**src/rtl/instr_fetch.sv**
```systemverilog
// rtl/instr_fetch.sv - instruction fetch unit with a single outstanding memory request
module instr_fetch #(
    parameter logic [31:0] RESET_PC = 32'h0000_0000,
    parameter logic [31:0] NOP      = 32'h0000_0033
) (
    input  logic        clk,
    input  logic        rst,
    input  logic        stall,
    input  logic        redirect_valid,
    input  logic [31:0] redirect_pc,
    output logic        imem_req,
    output logic [31:0] imem_addr,
    input  logic        imem_gnt,
    input  logic        imem_rvalid,
    input  logic [31:0] imem_rdata,
    output logic [31:0] pc_o,
    output logic [31:0] instr_o,
    output logic        valid_o,
    output logic        flush_o
);

    typedef enum logic [1:0] {
        S_REQ   = 2'd0,
        S_WAIT  = 2'd1,
        S_DRAIN = 2'd2
    } state_t;

    localparam logic [31:0] ALIGN_MASK = 32'hFFFF_FFFC;

    state_t      state;
    state_t      state_next;
    logic [31:0] fetch_pc;
    logic [31:0] req_pc;
    logic        capture;
    logic        grant;

    assign imem_addr = fetch_pc;
    assign flush_o   = redirect_valid;

    always_comb begin
        state_next = state;
        imem_req   = rst && (state == S_REQ) && !redirect_valid && !(valid_o && stall);
        grant      = imem_req && imem_gnt;
        capture    = (state == S_WAIT) && imem_rvalid && !redirect_valid;
        case (state)
            S_REQ: begin
                if (grant) state_next = S_WAIT;
            end
            S_WAIT: begin
                if (redirect_valid) state_next = imem_rvalid ? S_REQ : S_DRAIN;
                else if (imem_rvalid) state_next = S_REQ;
            end
            S_DRAIN: begin
                // A redirect here must not leave DRAIN: the old response is still in flight.
                if (imem_rvalid) state_next = S_REQ;
            end
            default: state_next = S_REQ;
        endcase
    end

    always_ff @(posedge clk or negedge rst) begin
        if (!rst) begin
            state    <= S_REQ;
            fetch_pc <= RESET_PC & ALIGN_MASK;
            req_pc   <= RESET_PC & ALIGN_MASK;
            pc_o     <= 32'h0;
            instr_o  <= NOP;
            valid_o  <= 1'b0;
        end else begin
            state <= state_next;

            if (redirect_valid)
                fetch_pc <= redirect_pc & ALIGN_MASK;
            else if (capture)
                fetch_pc <= req_pc + 32'd4;

            if (grant)
                req_pc <= fetch_pc;

            if (redirect_valid) begin
                if (state != S_DRAIN) begin
                    valid_o <= 1'b0;
                    instr_o <= NOP;
                end
            end else if (capture) begin
                valid_o <= 1'b1;
                pc_o    <= req_pc;
                instr_o <= imem_rdata;
            end else if (valid_o && !stall) begin
                valid_o <= 1'b0;
                instr_o <= NOP;
            end
        end
    end

endmodule

```
**config.mk**
```make
export PLATFORM = sky130hd
export DESIGN_NAME = instr_fetch
export DESIGN_NICKNAME = d
export VERILOG_FILES = /design/src/rtl/instr_fetch.sv
export SDC_FILE = /design/constraint.sdc
export NUM_CORES = 1
export LEC_CHECK = 0
export ABC_AREA = 1
export CAP_MARGIN = 10
export CORE_MARGIN = 2
export CORE_UTILIZATION = 40
export DETAILED_ROUTE_END_ITERATION = 8
export HOLD_SLACK_MARGIN = 0.06
export PLACE_DENSITY = 0.72
export SETUP_SLACK_MARGIN = 0.3
export SYNTH_ARGS = -nofsm -noshare
export SYNTH_HDL_FRONTEND = slang
export SYNTH_SLANG_ARGS = --single-unit
```
**constraint.sdc**
```tcl
create_clock -name clk -period 1.4 [get_ports clk]
set_clock_uncertainty 0.05 [all_clocks]
set_input_delay 0.28 -clock clk [delete_from_list [all_inputs] [get_ports clk]]
set_output_delay 0.28 -clock clk [all_outputs]
set_load 0.005 [all_outputs]
```
==> results_dict.tcl, run 1 <==
set metrics [dict create \
    status "complete, but fails checks" \
    violations "setup timing" \
    startpoint_type "register" \
    postSynthCellCount 722 \
    num_antenna_cells 0 \
    vias_per_cell 5.10 \
    grt_util_met1_pct 36.6 \
    worstMarginPinSlew_ns 0.388 \
    maxCapViolations 0 \
    dieArea_um2 15900 \
    synthArstFlopShare_pct 100 \
    ys_seq_elements 131 \
    fmax_mhz 587 \
    die_h_um 126 \
    powerDensity_nw_per_um2 1260 \
    dp_hpwl_mm 12.1 \
    worst_slack_ns -0.305 \
    hp-class "in2reg" \
    htree_levels 4 \
    fp.dieW_um 126 \
    synthTopCellsByArea "dfrtp_1 53%, nand2_1 17%, nor2_1 4.0%" \
    drt-total-wl_mm 22.4 \
    antenna_found_initial 1 \
    path_cells "ha_2 -> nand2_2 -> nor2_4 -> nand3_4 -> nor2_8 -> nand3_2 -> nand3_2 -> nand3_2" \
    grt_util_all_layers_pct 25.9 \
    cts_tree "built" \
    setup_viol 133 \
    max_slew_margin_pct 73.9 \
    io_pins 169 \
    crit_required_ns 1.66 \
    synth.top_cell.area_share_pct 53.2 \
    synthXorXnorAreaFrac_pct 0.440 \
    timing.rr.start "req_pc[3]" \
    holdPathEnd "imem_addr[18]" \
    fin_crit_ns 1.70 \
    yosys.area_share.simple_pct 29.3 \
    slew_viol_final 0 \
    overflow 0 \
    synth_area_leader_cell "dfrtp_1" \
    cts.sinks 131 \
    met3_usage_pct 5.65 \
    firstDrtPassIters 8 \
    wl_per_cell_um 17.5 \
    synth_edf_count 0 \
    clock_path_buffers 2 \
    yosysSeqAreaShare_pct 55.0 \
    drc_errors 0 \
    crit_path_end_kind "register" \
    cts_buffers 17 \
    clk_latency_ns 0.43 \
    grt_pass1_wl_mm 32.1 \
    synth_mux_area_share_pct 0 \
    fin_total_pwr_uw 13200 \
    grt_busiest_layer "met2" \
    synth_adder_area_share_pct 0.209 \
    drive_gt1_share_pct 40.7 \
    netlist_area_um2 5970 \
    rows 44 \
    hold_violations 0 \
    ys_types 44 \
    yosysWarnings 0 \
    syn_nets 793 \
    crit_arrival_ns 1.97 \
    rr_worst_depth 8 \
    initial_core_util_pct 41.0 \
    grt_util_met2_pct 40.5 \
    crit_slowest_cell "dfrtp_1" \
    synthFlopType "dfrtp_1" \
    critical_path_class "reg2reg" \
    vias 6535 \
    ir_worst_vdd_mv 1.03 \
    ant_nets 0 \
    rsz0062_at_grt "true" \
    root_buffer "clkbuf_16" \
    min_period_over_period_pct 122 \
    synth.most_common_cell "nand2_1" \
    gp_congestion 0.866 \
    numPortBuffers 166 \
    p_leak_uw 0.00539 \
    post-place-ws_ns -0.534 \
    cpPeakStageDelay_ns 0.38 \
    r2r-end "imem_addr[28]" \
    hold_start "redirect_valid" \
    reg2reg_slack_ns -0.30 \
    synth-compound-area-share_pct 8.40 \
    drt_iter0_markers 479 \
    synth_top_family_by_area "simple AND/OR/NAND/NOR gates" \
    grt_pass1_vias 6188 \
    grt_max_degree 105 \
    avgSynthCellArea_um2 8.27 \
    final_util_pct 71.7 \
    whs_path_depth 4 \
    cts.clk_slew.worst_paths_ns 0.07 \
    yosys-top-cells-count "267 x nand2_1, 127 x dfrtp_1, 63 x nor2_1, 59 x inv_1, 34 x nand3_1" \
    n_fill_cell 1087 \
    area_growth_pct 75.2 \
    nets 1156 \
    critPathMaxFanout 5 \
    core_um2 14600 \
    crit_top_cell "nand3_2" \
]
## report_power, final
part | total, µW | switching, µW | internal (µW)
Sequential | 4880 | 481 | 4400
Clock | 4770 | 1750 | 3010
Combinational | 3560 | 1640 | 1920
Total | 13200 | 3870 | 9340
## timing repair
action                     in CTS  in global routing
hold endpoints to repair      127                  0
setup buffers                  54                 45
setup endpoints to repair     229                333
hold buffers                    1                  0
resized for setup             466                 55
pin swaps                      15                 11
cloned                         12                  7
## state kept, by name, indices dropped and copies added (netlist names)
| name | flops |
|---|---|
| imem_addr | 32 |
| instr_o | 32 |
| pc_o | 32 |
| req_pc | 32 |
| state | 2 |
| valid_o | 1 |
## worst max-delay path by stage
stage / start / end / slack [ns] / cells after the start
floorplan: req_pc[2] / imem_addr[20] / -0.06 / 8
global placement: redirect_valid / imem_req / -0.51 / 5
detailed placement: redirect_valid / instr_o[6] / -0.53 / 8
CTS: state[1] / imem_req / -0.22 / 4
global route: state[1] / imem_addr[12] / -0.37 / 10
finish: req_pc[3] / imem_addr[28] / -0.30 / 8
## per-layer routing
| layer | up-vias | routed length (µm) |
|---|---|---|
| met2 | 321 | 10700 |
| met1 | 3130 | 9380 |
| met4 | 0 | 485 |
| met5 | - | 0 |
| li1 | 3033 | - |
| met3 | 51 | 1840 |
## cells in the final DEF, fill, tap and decap left out, types with 3 or more instances in the layout
cell type and count:
bufbuf_16 3, o21ai_2 14, nand3_1 21, o221ai_2 4, dfstp_2 4, clkdlybuf4s50_1 65
nor2_2 11, a21oi_2 3, nand2_1 243, buf_12 17, nor2_1 47, bufinv_16 4
buf_4 146, nor2_4 13, a21oi_1 5, nand3_2 13, o21ai_1 32, nand4_1 9
dfrtp_1 127, buf_2 95, inv_2 3, clkinv_4 4, buf_16 8, clkbuf_16 22
nand3b_1 6, nand2_2 22, o21ai_0 15, nand2_4 10, nand3_4 3, buf_6 26
nor3_1 4, clkinv_2 3, buf_8 3, inv_1 57
## critical path: cells and delay by family (launching register included)
kind | cells | cell delay (ns)
adders and majority gates | 1 | 0.20
DFF | 1 | 0.38
and+or+nand+nor | 7 | 0.96
## cells by family after synthesis
| family | Yosys count |
|---|---|
| adder cells (fa/ha/maj) | 1 |
| AND/OR/NAND/NOR | 408 |
| flip-flops | 131 |
| buffers and inverters | 92 |
| AO/OA/AOI/OAI | 87 |
| XOR/XNOR | 3 |
## stage by stage
step	cells	hold WS, ns	TNS (ns)	instance area (µm²)
after floorplan	722	-0.0656	-0.403	6190
after global placement	1131	0.403	-48.97	8590
after detailed placement	1131	0.408	-54.59	8590
after CTS	1229	0.293	-16.58	9730
after global routing	1281	0.325	-37.82	10500
final	1281	0.319	-26.50	10500
## layout make-up
cell class | instances | area, µm² | area share, %
clock inverter | 13 | 185 | 1.77
tap | 184 | 230 | 2.20
timing repair inverter | 1 | 16.3 | 0.155
sequential | 131 | 3280 | 31.4
multi-input combinational | 501 | 2700 | 25.8
timing repair buffer | 370 | 3360 | 32.1
inverter | 63 | 254 | 2.43
clock buffer | 18 | 439 | 4.20
Power figures use the tool's default switching activity.
==> run 2, diff against run 1 <==
--- a/config.mk
+++ b/config.mk
@@ -8,10 +8,10 @@
 export ABC_AREA = 1
 export CAP_MARGIN = 10
 export CORE_MARGIN = 2
-export CORE_UTILIZATION = 40
+export CORE_UTILIZATION = 43
 export DETAILED_ROUTE_END_ITERATION = 8
 export HOLD_SLACK_MARGIN = 0.06
-export PLACE_DENSITY = 0.72
+export PLACE_DENSITY = 0.76
 export SETUP_SLACK_MARGIN = 0.3
 export SYNTH_ARGS = -nofsm -noshare
 export SYNTH_HDL_FRONTEND = slang
==> run 2 against run 1 <==
Against the previous run:
- the run still ends with setup timing left
- clock power increased by 4.4%
- via count increased by 12%
- cell area increased by 8.2%
- highest routed layer unchanged
- die area decreased by 6.8%
- largest cell class unchanged
- register-to-register slack got worse by 0.16 ns
- non-clock buffer count increased by 11
- sequential share of layout area decreased by 2.3 points
- critical path type unchanged
==> results_dict.tcl, run 2 (synthesis gave the netlist of run 1 again) <==
set metrics [dict create \
    ir_worst_vdd_mv 0.914 \
    hold_violations 0 \
    status "complete, but fails checks" \
    rows 43 \
    mostFrequentLayoutCells "149 x nand2_1, 138 x buf_4, 125 x dfrtp_1, 92 x buf_2, 68 x nand2_2" \
    wl_per_cell_um 22.3 \
    rr_worst_depth 8 \
    root_buffer "clkbuf_16" \
    critPathMaxFanout 6 \
    grt_pass1_vias 6578 \
    powerDensity_nw_per_um2 1250 \
    r2r-end "imem_addr[26]" \
    post-place-ws_ns -0.519 \
    startpoint_type "register" \
    violations "setup timing" \
    fp.dieW_um 122 \
    reg2reg_slack_ns -0.47 \
    fmax_mhz 536 \
    firstDrtPassIters 6 \
    dieArea_um2 14900 \
    htree_levels 4 \
    cts_tree "built" \
    numPortBuffers 166 \
    maxCapViolations 0 \
    hold_ws_ns 0.0583 \
    layout_commonest_cell "nand2_1" \
    drive_gt1_share_pct 52.0 \
    crit_path_end_kind "register" \
    gp_congestion 0.860 \
    vias 7297 \
    drc_errors 0 \
    area_growth_pct 89.4 \
    dp_hpwl_mm 12.0 \
    nets 1167 \
    post_dp_cell_area_um2 8570 \
    crit_end "imem_addr[26]" \
    overflow 0 \
    cts.clk_slew.worst_paths_ns 0.06 \
    core_um2 13700 \
    initial_core_util_pct 43.5 \
    antenna_found_initial 0 \
    timing.rr.start "req_pc[3]" \
    slew_viol_final 0 \
    rsz0062_at_grt "true" \
    grt_util_all_layers_pct 29.9 \
    drt-total-wl_mm 28.7 \
    setup_viol 132 \
    fin_crit_ns 1.87 \
    grt_pass1_wl_mm 33.7 \
    crit_required_ns 1.64 \
    num_antenna_cells 0 \
    io_pins 169 \
    p_leak_uw 0.00584 \
    hp-class "in2async" \
    worst_slack_ns -0.467 \
    critical_path_class "reg2reg" \
    drt_iter0_markers 797 \
    clk_latency_ns 0.44 \
    grt_max_degree 86 \
    vias_per_cell 5.66 \
    cts_buffers 17 \
    crit_arrival_ns 2.11 \
    final_cell_area_um2 11300 \
    worstMarginPinSlew_ns 0.670 \
    max_slew_margin_pct 54.9 \
    cts.sinks 131 \
    final_util_pct 82.5 \
    cp-startpoint "req_pc[3]" \
    ant_nets 0 \
    die_h_um 122 \
    clock_path_buffers 2 \
    min_period_over_period_pct 133 \
]
run 2: cell count changes in the layout (fill, tap and decap cells not counted), sizes merged:
cell,previous run,this run
clkbuf,23,28
clkdlybuf4s15,0,1
inv,63,62
clkinvlp,2,0
bufbuf,3,1
dlygate4sd2,1,0
buf,295,305
clkinv,8,9
bufinv,4,5
run 2: metrics by stage:
stage,TNS (ns),total power (µW),std cells
6_report,-26.92,14100,1289
3_5_place_dp,-49.50,7720,1127
2_1_floorplan,-0.403,5920,722
3_3_place_gp,-44.92,7670,1127
5_1_grt,-33.90,14600,1289
4_1_cts,-15.11,12900,1234
run 2: area by class of cell:
type / instances / area, µm²
repair inverters: 1 / 16.3
inverters: 63 / 256
repair buffers: 381 / 3570
clock buffers: 20 / 447
flip-flops and latches: 131 / 3290
clock inverters: 12 / 185
multi-input cells: 501 / 3330
well taps: 180 / 225
fillers: 675 / 2400
run 2: worst min-delay path by stage:
stage	to	cells after the start	start	slack, ns
after global routing	instr_o[13]	3	rst	0.1
final	instr_o[19]	3	rst	0.06
after detailed placement	instr_o[29]	2	instr_o[29]	0.41
after floorplan	imem_addr[0]	0	rst	-0.07
after CTS	instr_o[19]	3	rst	0.06
after global placement	pc_o[11]	2	pc_o[11]	0.40
run 2: timing repair:
item | 4_1_cts | 5_1_grt
hold endpoints to repair | 81 | 0
gates resized for setup | 567 | 163
setup endpoints to repair | 230 | 304
hold buffers | 1 | 0
cloned | 13 | 12
pin swaps | 45 | 33
buffers inserted | 61 | 43
run 2: worst max-delay path, stage by stage (launching register included):
cell and delay, ns:
dfrtp_1 0.42, ha_2 0.22, nand2_2 0.08, nor2_4 0.21, nand3_4 0.19, nor2_8 0.23, nand2_1 0.09, nand3_1 0.09
nand3b_1 0.14
run 2: metal layers:
metal	track usage, %	share of wire [%]
met1	35.8	35
met2	50.4	47
met3	8.19	12
met5	0	0
met4	13.4	6.3
run 2: power breakdown:
part,internal (µW),switching [µW]
clock,3180,1800
sequential,4410,583
combinational,2080,2090
